### config.mk
export PLATFORM = sky130hd
export DESIGN_NAME = uart_seq_tx
export DESIGN_NICKNAME = d
export VERILOG_FILES = /design/src/rtl/uart_seq_tx.sv
export SDC_FILE = /design/constraint.sdc
export NUM_CORES = 1
export LEC_CHECK = 0
export BUFFER_PORTS_ARGS = -buffer_cell sky130_fd_sc_hd__buf_2
export CAP_MARGIN = 20
export CELL_PAD_IN_SITES_DETAIL_PLACEMENT = 2
export CELL_PAD_IN_SITES_GLOBAL_PLACEMENT = 2
export CORE_MARGIN = 8
export CORE_UTILIZATION = 31
export CTS_BUF_LIST = sky130_fd_sc_hd__clkbuf_16
export DETAILED_ROUTE_END_ITERATION = 7
export PLACE_DENSITY_LB_ADDON = 0.1
export REMOVE_ABC_BUFFERS = 1
export SETUP_SLACK_MARGIN = 0.5
export SYNTH_ARGS = -nofsm -noshare
export SYNTH_HDL_FRONTEND = slang
export SYNTH_SLANG_ARGS = --single-unit
### constraint.sdc
create_clock -name clk -period 2.2 [get_ports clk]
set_input_delay 0.44 -clock clk [delete_from_list [all_inputs] [get_ports clk]]
set_output_delay 0.44 -clock clk [all_outputs]
set_load 0.01 [all_outputs]
### src/rtl/uart_seq_tx.sv
// uart_seq_tx -- UART transmitter with built-in incrementing test-pattern source.
//
// Sending end of the link-integrity test: each frame carries the previous
// payload value + 1, so the receiver can detect dropped or corrupted bytes.
// Frames are 8N1 (PARITY=0) or 8E1 (PARITY=1), LSB first, idle high.
//
// Optional feature macro: UART_SEQ_TX_HAMMING_EN
//   When defined, the sequence value is a 4-bit code. Each payload is its
//   Hamming(7,4) codeword with bit 7 set, and inject_err flips payload bit 0
//   of the next frame instead of skipping a value.
//
// Ports:
//   clk        in   system clock
//   reset      in   synchronous, active-low
//   enable     in   level; high starts or continues transmission
//   burst_len  in   frames per burst, 0 = continuous (latched on IDLE->LOAD)
//   inject_err in   pulse; sticky until the next LOAD
//   tx         out  serial line, idle high
//   tx_busy    out  high from LOAD through end of GAP
//   byte_sent  out  one-cycle pulse at the end of each stop bit
//   last_byte  out  payload of the most recent completed frame
//   sent_count out  frames completed in the current burst (saturating)
//   done       out  high while in DONE
module uart_seq_tx #(
   parameter int         BAUD_RATE   = 4,
   parameter int         PARITY      = 0,
   parameter int         GAP_CYCLES  = 16,
   parameter logic [7:0] START_VALUE = 8'h00
) (
   input  logic        clk,
   input  logic        reset,
   input  logic        enable,
   input  logic [15:0] burst_len,
   input  logic        inject_err,
   output logic        tx,
   output logic        tx_busy,
   output logic        byte_sent,
   output logic [7:0]  last_byte,
   output logic [15:0] sent_count,
   output logic        done
);

   localparam int BW       = $clog2(BAUD_RATE);
   localparam int GW       = (GAP_CYCLES == 0) ? 1 : $clog2(GAP_CYCLES + 1);
   localparam int GAP_LAST = (GAP_CYCLES == 0) ? 0 : GAP_CYCLES - 1;
   localparam logic [BW-1:0] BIT_END = BW'(BAUD_RATE - 1);
   localparam logic [GW-1:0] GAP_END = GW'(GAP_LAST);
`ifdef UART_SEQ_TX_HAMMING_EN
   localparam int VW = 4;
`else
   localparam int VW = 8;
`endif

   typedef enum logic [2:0] {
      S_IDLE, S_LOAD, S_START, S_DATA, S_PAR, S_STOP, S_GAP, S_DONE
   } state_t;

   state_t          state_r;
   state_t          exit_state_s;
   logic [VW-1:0]   value_r;
   logic [VW-1:0]   value_next_s;
   logic [7:0]      shreg_r;
   logic [7:0]      load_byte_s;
   logic [15:0]     burst_len_r;
   logic [15:0]     count_inc_s;
   logic [15:0]     count_cmp_s;
   logic            inj_r;
   logic            inj_eff_s;
   logic            burst_end_s;
   logic [BW-1:0]   bit_cnt_r;
   logic [2:0]      bit_idx_r;
   logic [GW-1:0]   gap_cnt_r;

   function automatic logic even_parity(input logic [7:0] d);
      return ^d;
   endfunction

`ifdef UART_SEQ_TX_HAMMING_EN
   function automatic logic [7:0] hamming_enc(input logic [3:0] c);
      logic p1;
      logic p2;
      logic p3;
      p1 = c[0] ^ c[1] ^ c[3];
      p2 = c[0] ^ c[2] ^ c[3];
      p3 = c[1] ^ c[2] ^ c[3];
      return {1'b1, c[3], c[2], c[1], p3, c[0], p2, p1};
   endfunction
`endif

   // Payload for the next frame and the sequence value that follows it.
   // A pulse arriving in the LOAD cycle itself is honoured by that LOAD.
   always_comb begin
      inj_eff_s = inj_r | inject_err;
`ifdef UART_SEQ_TX_HAMMING_EN
      load_byte_s  = hamming_enc(value_r) ^ {7'b0000000, inj_eff_s};
      value_next_s = value_r + 4'h1;
`else
      load_byte_s  = value_r + {7'b0000000, inj_eff_s};
      value_next_s = load_byte_s + 8'h01;
`endif
   end

   // End-of-frame decision; with no gap it is taken on the last stop clock,
   // before sent_count has absorbed the increment, so compare the next count.
   always_comb begin
      count_inc_s  = (sent_count == 16'hFFFF) ? sent_count : sent_count + 16'h0001;
      count_cmp_s  = (GAP_CYCLES == 0) ? count_inc_s : sent_count;
      burst_end_s  = (burst_len_r != 16'h0000) && (count_cmp_s == burst_len_r);
      exit_state_s = S_IDLE;
      if (burst_end_s) begin
         exit_state_s = S_DONE;
      end else if (enable) begin
         exit_state_s = S_LOAD;
      end else begin
         exit_state_s = S_IDLE;
      end
   end

   // Sequencer FSM, serializer and registered status outputs.
   always_ff @(posedge clk) begin
      if (!reset) begin
         state_r     <= S_IDLE;
         tx          <= 1'b1;
         tx_busy     <= 1'b0;
         byte_sent   <= 1'b0;
         last_byte   <= 8'h00;
         sent_count  <= 16'h0000;
         done        <= 1'b0;
         value_r     <= START_VALUE[VW-1:0];
         inj_r       <= 1'b0;
         shreg_r     <= 8'h00;
         burst_len_r <= 16'h0000;
         bit_cnt_r   <= '0;
         bit_idx_r   <= 3'd0;
         gap_cnt_r   <= '0;
      end else begin
         byte_sent <= 1'b0;
         if (inject_err) begin
            inj_r <= 1'b1;
         end
         case (state_r)
            S_IDLE: begin
               tx      <= 1'b1;
               tx_busy <= 1'b0;
               done    <= 1'b0;
               if (enable) begin
                  burst_len_r <= burst_len;
                  sent_count  <= 16'h0000;
                  value_r     <= START_VALUE[VW-1:0];
                  tx_busy     <= 1'b1;
                  state_r     <= S_LOAD;
               end
            end
            S_LOAD: begin
               tx        <= 1'b1;
               tx_busy   <= 1'b1;
               shreg_r   <= load_byte_s;
               value_r   <= value_next_s;
               inj_r     <= 1'b0;
               bit_cnt_r <= '0;
               state_r   <= S_START;
            end
            S_START: begin
               tx <= 1'b0;
               if (bit_cnt_r == BIT_END) begin
                  bit_cnt_r <= '0;
                  bit_idx_r <= 3'd0;
                  state_r   <= S_DATA;
               end else begin
                  bit_cnt_r <= bit_cnt_r + BW'(1);
               end
            end
            S_DATA: begin
               tx <= shreg_r[bit_idx_r];
               if (bit_cnt_r == BIT_END) begin
                  bit_cnt_r <= '0;
                  if (bit_idx_r == 3'd7) begin
                     state_r <= (PARITY != 0) ? S_PAR : S_STOP;
                  end else begin
                     bit_idx_r <= bit_idx_r + 3'd1;
                  end
               end else begin
                  bit_cnt_r <= bit_cnt_r + BW'(1);
               end
            end
            S_PAR: begin
               tx <= even_parity(shreg_r);
               if (bit_cnt_r == BIT_END) begin
                  bit_cnt_r <= '0;
                  state_r   <= S_STOP;
               end else begin
                  bit_cnt_r <= bit_cnt_r + BW'(1);
               end
            end
            S_STOP: begin
               tx <= 1'b1;
               if (bit_cnt_r == BIT_END) begin
                  bit_cnt_r  <= '0;
                  byte_sent  <= 1'b1;
                  last_byte  <= shreg_r;
                  sent_count <= count_inc_s;
                  if (GAP_CYCLES != 0) begin
                     gap_cnt_r <= '0;
                     state_r   <= S_GAP;
                  end else begin
                     state_r <= exit_state_s;
                     tx_busy <= (exit_state_s == S_LOAD);
                     done    <= (exit_state_s == S_DONE);
                  end
               end else begin
                  bit_cnt_r <= bit_cnt_r + BW'(1);
               end
            end
            S_GAP: begin
               tx <= 1'b1;
               if (gap_cnt_r == GAP_END) begin
                  state_r <= exit_state_s;
                  tx_busy <= (exit_state_s == S_LOAD);
                  done    <= (exit_state_s == S_DONE);
               end else begin
                  gap_cnt_r <= gap_cnt_r + GW'(1);
               end
            end
            S_DONE: begin
               tx      <= 1'b1;
               tx_busy <= 1'b0;
               done    <= 1'b1;
               if (!enable) begin
                  done    <= 1'b0;
                  state_r <= S_IDLE;
               end
            end
            default: begin
               tx      <= 1'b1;
               tx_busy <= 1'b0;
               done    <= 1'b0;
               state_r <= S_IDLE;
            end
         endcase
      end
   end

endmodule

==> Yosys cells after proc, flatten, opt, wreduce, memory -nomap -nowiden <==
Index checks and enable logic that the tools add are counted.
{ "classes": {"addsub": 6, "order_cmp": 1, "eq_ne": 25, "mux": 35, "bitwise_logic": 2, "n_reduce_logical": 24} }
{ "ops": {"columns": ["cell", "n"], "rows": [
  ["16-bit two-way mux", 3],
  ["3-bit two-way mux", 12],
  ["16-bit case mux with 2 select lines", 1],
  ["3-bit case mux with 8 select lines", 1],
  ["2-bit != test, second input constant", 11],
  ["3-bit == test, second input constant", 6],
  ["16-bit by 1-bit adder with 16-bit output, second input constant", 1],
  ["16-bit == test", 1],
  ["16-bit == test, second input constant", 1],
  ["8-bit case mux with 2 select lines", 1],
  ["16-bit nonzero test", 1],
  ["2-bit AND reduction", 6],
  ["5-bit two-way mux", 2],
  ["5-bit case mux with 2 select lines", 1],
  ["2-bit nonzero test", 5],
  ["8-bit by 1-bit adder with 8-bit output", 1],
  ["8-bit by 1-bit adder with 8-bit output, second input constant", 1],
  ["8-bit two-way mux", 1],
  ["1-bit case mux with 4 select lines", 2],
  ["4-bit AND reduction", 2],
  ["8-bit AND reduction", 1],
  ["8-bit parity", 1],
  ["3-bit by 1-bit == test with 1-bit output, second input constant", 2],
  ["3-bit by 2-bit == test with 1-bit output, second input constant", 2],
  ["other kinds (22)", 27]
]} }
{ "totals": {"register_bits": 74, "input_bits": 20, "out_inout_bits": 28, "wordCells": 107} }

==> Logic depth before layout (Yosys ltp) <==
{ "logic_depth": {"ltp_word": 6, "mapped_depth": 10} }

==> Worst setup path before layout <==
Ideal clock, no wire load.
{ "synth_timing": {"kind": "in2reg", "startpoint": "in inject_err", "endpoint": "reg value_r[5]", "setup_time_ns": 0.070, "t_arrival_ns": 2.218, "path_slack_ns": -0.088, "cell_stages": 9, "n_path_buf": 1, "cell_sequence": "or2_2 -> ha_1 -> ha_1 -> clkbuf_1 -> and3b_1 -> maj3_1 -> a21oi_1 -> or4_1 -> a21oi_1"} }
{ "synth_between": {"elab_chain_cells": 4} }
{ "synth_lines": {"columns": ["element", "line", "rtl"], "rows": [
  ["start: declaration", "34", "input logic inject_err,"],
  ["1-bit bitwise OR", "93", "inj_eff_s = inj_r | inject_err;"],
  ["8-bit by 1-bit adder with 8-bit output", "98", "load_byte_s = value_r + {7'b0000000, inj_eff_s};"],
  ["8-bit by 1-bit adder with 8-bit output", "99", "value_next_s = load_byte_s + 8'h01;"],
  ["8-bit case mux with 2 select lines", "141", "case (state_r)"],
  ["end signal: assignment", "129", "value_r <= START_VALUE[VW-1:0];"],
  ["end signal: assignment", "149", "value_r <= START_VALUE[VW-1:0];"],
  ["end signal: assignment", "158", "value_r <= value_next_s;"],
  ["end: declaration", "60", "logic [VW-1:0] value_r;"]
]} }
No other way between the ends.
A chain may end at the register's enable or synchronous reset.

==> Worst setup path in the final report <==
{ "layout_timing": {"startpoint": "reg inj_r", "endpoint": "reg value_r[5]"} }
{ "layout_between": {"elab_chain_cells": 4} }
{ "layout_lines": {"columns": ["element", "line", "rtl"], "rows": [
  ["start: declaration", "67", "logic inj_r;"],
  ["start signal: assignment", "130", "inj_r <= 1'b0;"],
  ["start signal: assignment", "139", "inj_r <= 1'b1;"],
  ["start signal: assignment", "159", "inj_r <= 1'b0;"],
  ["1-bit bitwise OR", "93", null],
  ["8-bit by 1-bit adder with 8-bit output", "98", null],
  ["named net load_byte_s[1]", "63", "logic [7:0] load_byte_s;"],
  ["8-bit by 1-bit adder with 8-bit output", "99", null],
  ["8-bit case mux with 2 select lines", "141", null]
]} }
The timed path passes the listed nets, and every way through them passes these cells.

==> summary.txt <==
Synth
  – Post-synth top flop: dfxtp_1
  – Register area share after synthesis: 39.4%
  – Post-synth EDFFs: 0
  – Post-synthesis average cell area: 8.15 um2
  – Yosys Warn Count: 0
  – Post-synth top area share: 39.4%
  – Synth top area cells: dfxtp_1, nand2_1, xor2_1
  – Post-Synthesis Cell Area: 0.00376 mm2
  – Area leader, netlist: dfxtp_1
  – Post-Synthesis Cells: 461
  – Asr flop ratio synth: 0%
  – Count of cell types in the netlist: 53
  – #FFs+latches synth: 74

Floorplan
  – Rows: 40
  – Die area: 0.0159 mm2
  – Die height: 126 um
  – Die W: 126 um
  – Num ports: 48
  – Area of the core: 0.0119 mm2
  – Initial core utilization: 31.6%

STA
  – Slew Viols, Final: 0
  – Tmin final: 2.10 ns
  – Final hold viol count: 0
  – RSZ-0062 raised after global routing: yes
  – Endpoints failing setup: 0
  – Max Freq: 477 MHz
  – Final period util: 95.3%
  – Hold slack: 0.325 ns
  – Final Skew: 0.0116 ns
  – Final WS setup: 0.103 ns
  – Rel. slew slack: 66.1%
  – Fin Setup TNS: 0 ns
  – Actual slew at the worst max-slew pin: 0.508 ns

Layout
  – Final Non-Filler Cells: 712
  – Final #Nets: 589
  – Reg area: 0.00151 mm2
  – Fin util: 45.5%
  – Multi-input gate area: 0.00252 mm2
  – Fin area: 0.00542 mm2
  – Fillers: 1,296
  – Diodes inserted: 0
  – Synthesis-to-finish area growth: 44.2%
  – Proportion of layout cells with a drive suffix above 1: 39.1%

Clocking
  – Num CTS Buffers: 9
  – Clk slew on worst S/H paths: 0.06 ns
  – Clock buffer depth: 2
  – CTS tree: built
  – Worst-Skew Late Latency: 0.35 ns
  – Clk Tree Root Cell: clkbuf_16
  – H-tree levels: 3
  – Sink Count: 74

Hold path
  – Hold Crit Endpoint: burst_len_r[12]$_SDFFE_PN0P_
  – Worst hold start: burst_len[12]
  – Hold/Removal Path Class: primary input to flip-flop
  – Worst hold stages: 3

Worst setup path
  – CP Capture Type: flip-flop
  – Crit-path slowest cell: or4_1
  – Crit Reg-Reg Endpoint: value_r[5]$_SDFFE_PN0P_
  – Slowest stage delay, CP: 0.42 ns
  – CP most frequent cell: ha_4
  – Worst reg2reg path startpoint: inj_r$_SDFFE_PP0P_
  – Type of the worst setup path: flip-flop to flip-flop
  – Worst-path fanout max: 3
  – Worst path required time: 2.48 ns
  – Reg2Reg Setup Slack: 0.10 ns
  – Crit path launch type: flip-flop
  – CP delay by family, top: simple AND/OR/NAND/NOR gates
  – CP cell instances: or2_4, ha_4, ha_4, and3b_2, maj3_2, a21oi_2, or4_1, a21oi_1
  – Worst Path Arrival: 2.38 ns
  – Worst path buffer plus inverter count: 0
  – Reg2Reg Depth: 8

Place
  – Cells after DPL: 663
  – Post-DP Area: 0.00434 mm2
  – Setup Slack @ Placement: -0.384 ns
  – IO buf count: 47
  – Detail Placement HPWL: 9100 um
  – RD Place Congestion: 0.806

Power
  – Peak supply drop: 378 uV
  – Pwr/cell area: 700 mW/mm2
  – Design Power: 3.80 mW
  – Lkg Pwr: 2.15 nW

GRT
  – Initial antenna violation count: 0
  – Largest net degree at the start of global routing: 24
  – GRT Total Usage: 17.1%
  – Global-route wire length before repair: 21,700 um
  – Number of global-route vias before repair: 4,000
  – Grt ovf: 0

Flow run
  – Max-Cap Viols: 0

Detailed routing
  – DRC Markers: 0
  – Routed len/inst: 20.1 um
  – DR pass1 iterations: 4
  – Starting DRT DRC Count: 124
  – Vias per inst: 5.22
  – Final wirelength: 14,300 um
  – Via count: 3,716
  – Detail Route Antenna Nets: 0

Status
  – Status: complete, no violations
[flip-flops by register name, summed over array words and instances (netlist names), 2 cells and up]
name         flops
burst_len_r     16
sent_count      16
state_r          3
shreg_r          8
value_r          8
gap_cnt_r        5
bit_idx_r        3
last_byte        8
bit_cnt_r        2
[worst reg2reg max path: stages (launching register included)]
cell and delay (ns):
dfxtp_2 0.31, or2_4 0.24, ha_4 0.17, ha_4 0.27
and3b_2 0.21, maj3_2 0.20, a21oi_2 0.06, or4_1 0.42
a21oi_1 0.15
[metal layers]
layer  share of wire [%]  vias up  routed length (um)  track usage [%]
met5                   0        -                   0                0
met4                 1.7        0                 247             6.51
met3                 1.7       18                 239             3.38
met2                  51       31                7300             28.7
met1                  46     1855                6530             21.1
li1                    -     1812                   -                -
[repair_timing]
item	in CTS	in global routing
pin swaps	18	41
buffers inserted	11	20
hold buffers	0	0
setup endpoints to repair	40	39
resized for setup	48	75
cloned	0	2
[cells in the final DEF (no fill, tap or decap), types with 4 or more instances in the layout]
cell type,instances
a211oi_1,7
a21oi_1,38
a21oi_2,8
and3_1,6
buf_2,47
buf_4,50
buf_6,14
clkbuf_16,10
dfxtp_1,55
dfxtp_2,17
ha_4,5
inv_1,7
nand2_1,71
nand2_2,5
nand3_1,9
nand3_2,7
nand4_1,14
nor2_1,37
nor4_1,6
o21ai_0,7
o21ai_1,4
xnor2_1,13
xor2_1,29
[report_power, final]
part	switching, mW	internal [mW]
logic	0.318	0.271
registers	0.0713	1.40
clock network	0.633	1.11
[final cells by class]
| class | instances | area share (%) |
|---|---|---|
| Sequential cell | 74 | 27.9 |
| Clock inverter | 7 | 2.17 |
| Tap cell | 147 | 3.39 |
| Clock buffer | 9 | 4.15 |
| Multi-Input combinational cell | 353 | 46.5 |
| Inverter | 7 | 0.485 |
| Timing Repair Buffer | 115 | 15.5 |
[Yosys cell counts, types with 2 or more instances]
master,instances
a22oi_1,3
nor3_1,5
clkbuf_1,24
mux2_2,2
nor2_1,41
xnor2_1,16
ha_1,9
and2_1,4
o21ai_0,12
mux2i_1,3
or2_2,2
buf_1,3
o22ai_1,2
nor4_1,7
a211oi_1,11
nand2_1,78
a21oi_1,47
or3_1,2
nand4b_1,3
nor2b_1,2
nand3_1,16
nand4_1,14
inv_1,7
dfxtp_1,74
nor4b_1,2
o31ai_1,2
nand2b_1,3
and3_1,7
a31o_2,2
a21o_1,4
a221oi_1,2
mux4_2,2
xor2_1,30
[worst max path at each step]
stage	start	to	slack (ns)	depth (start not counted)
after detailed placement	inject_err	value_r[4]$_SDFFE_PN0P_	-0.38	10
after global routing	state_r[2]$_SDFFE_PN0P_	sent_count[9]$_SDFFE_PN0P_	0.04	7
final	inj_r$_SDFFE_PP0P_	value_r[5]$_SDFFE_PN0P_	0.10	8
after CTS	inj_r$_SDFFE_PP0P_	value_r[5]$_SDFFE_PN0P_	0.05	8
after floorplan	inject_err	value_r[4]$_SDFFE_PN0P_	-0.07	8
after global placement	inject_err	value_r[4]$_SDFFE_PN0P_	-0.24	9
[kinds of logic (layout without fill, tap and decap cells)]
kind of cell	after synthesis	count (layout)	share of synthesized area, %
simple gates	194	195	24.6
compound gates	95	95	15.7
flops	74	74	39.4
xor+xnor	46	46	10.7
buf+inv	35	138	3.70
fa+ha+maj	10	10	3.26
mux	7	7	2.60
Power figures use the tool's default switching activity.
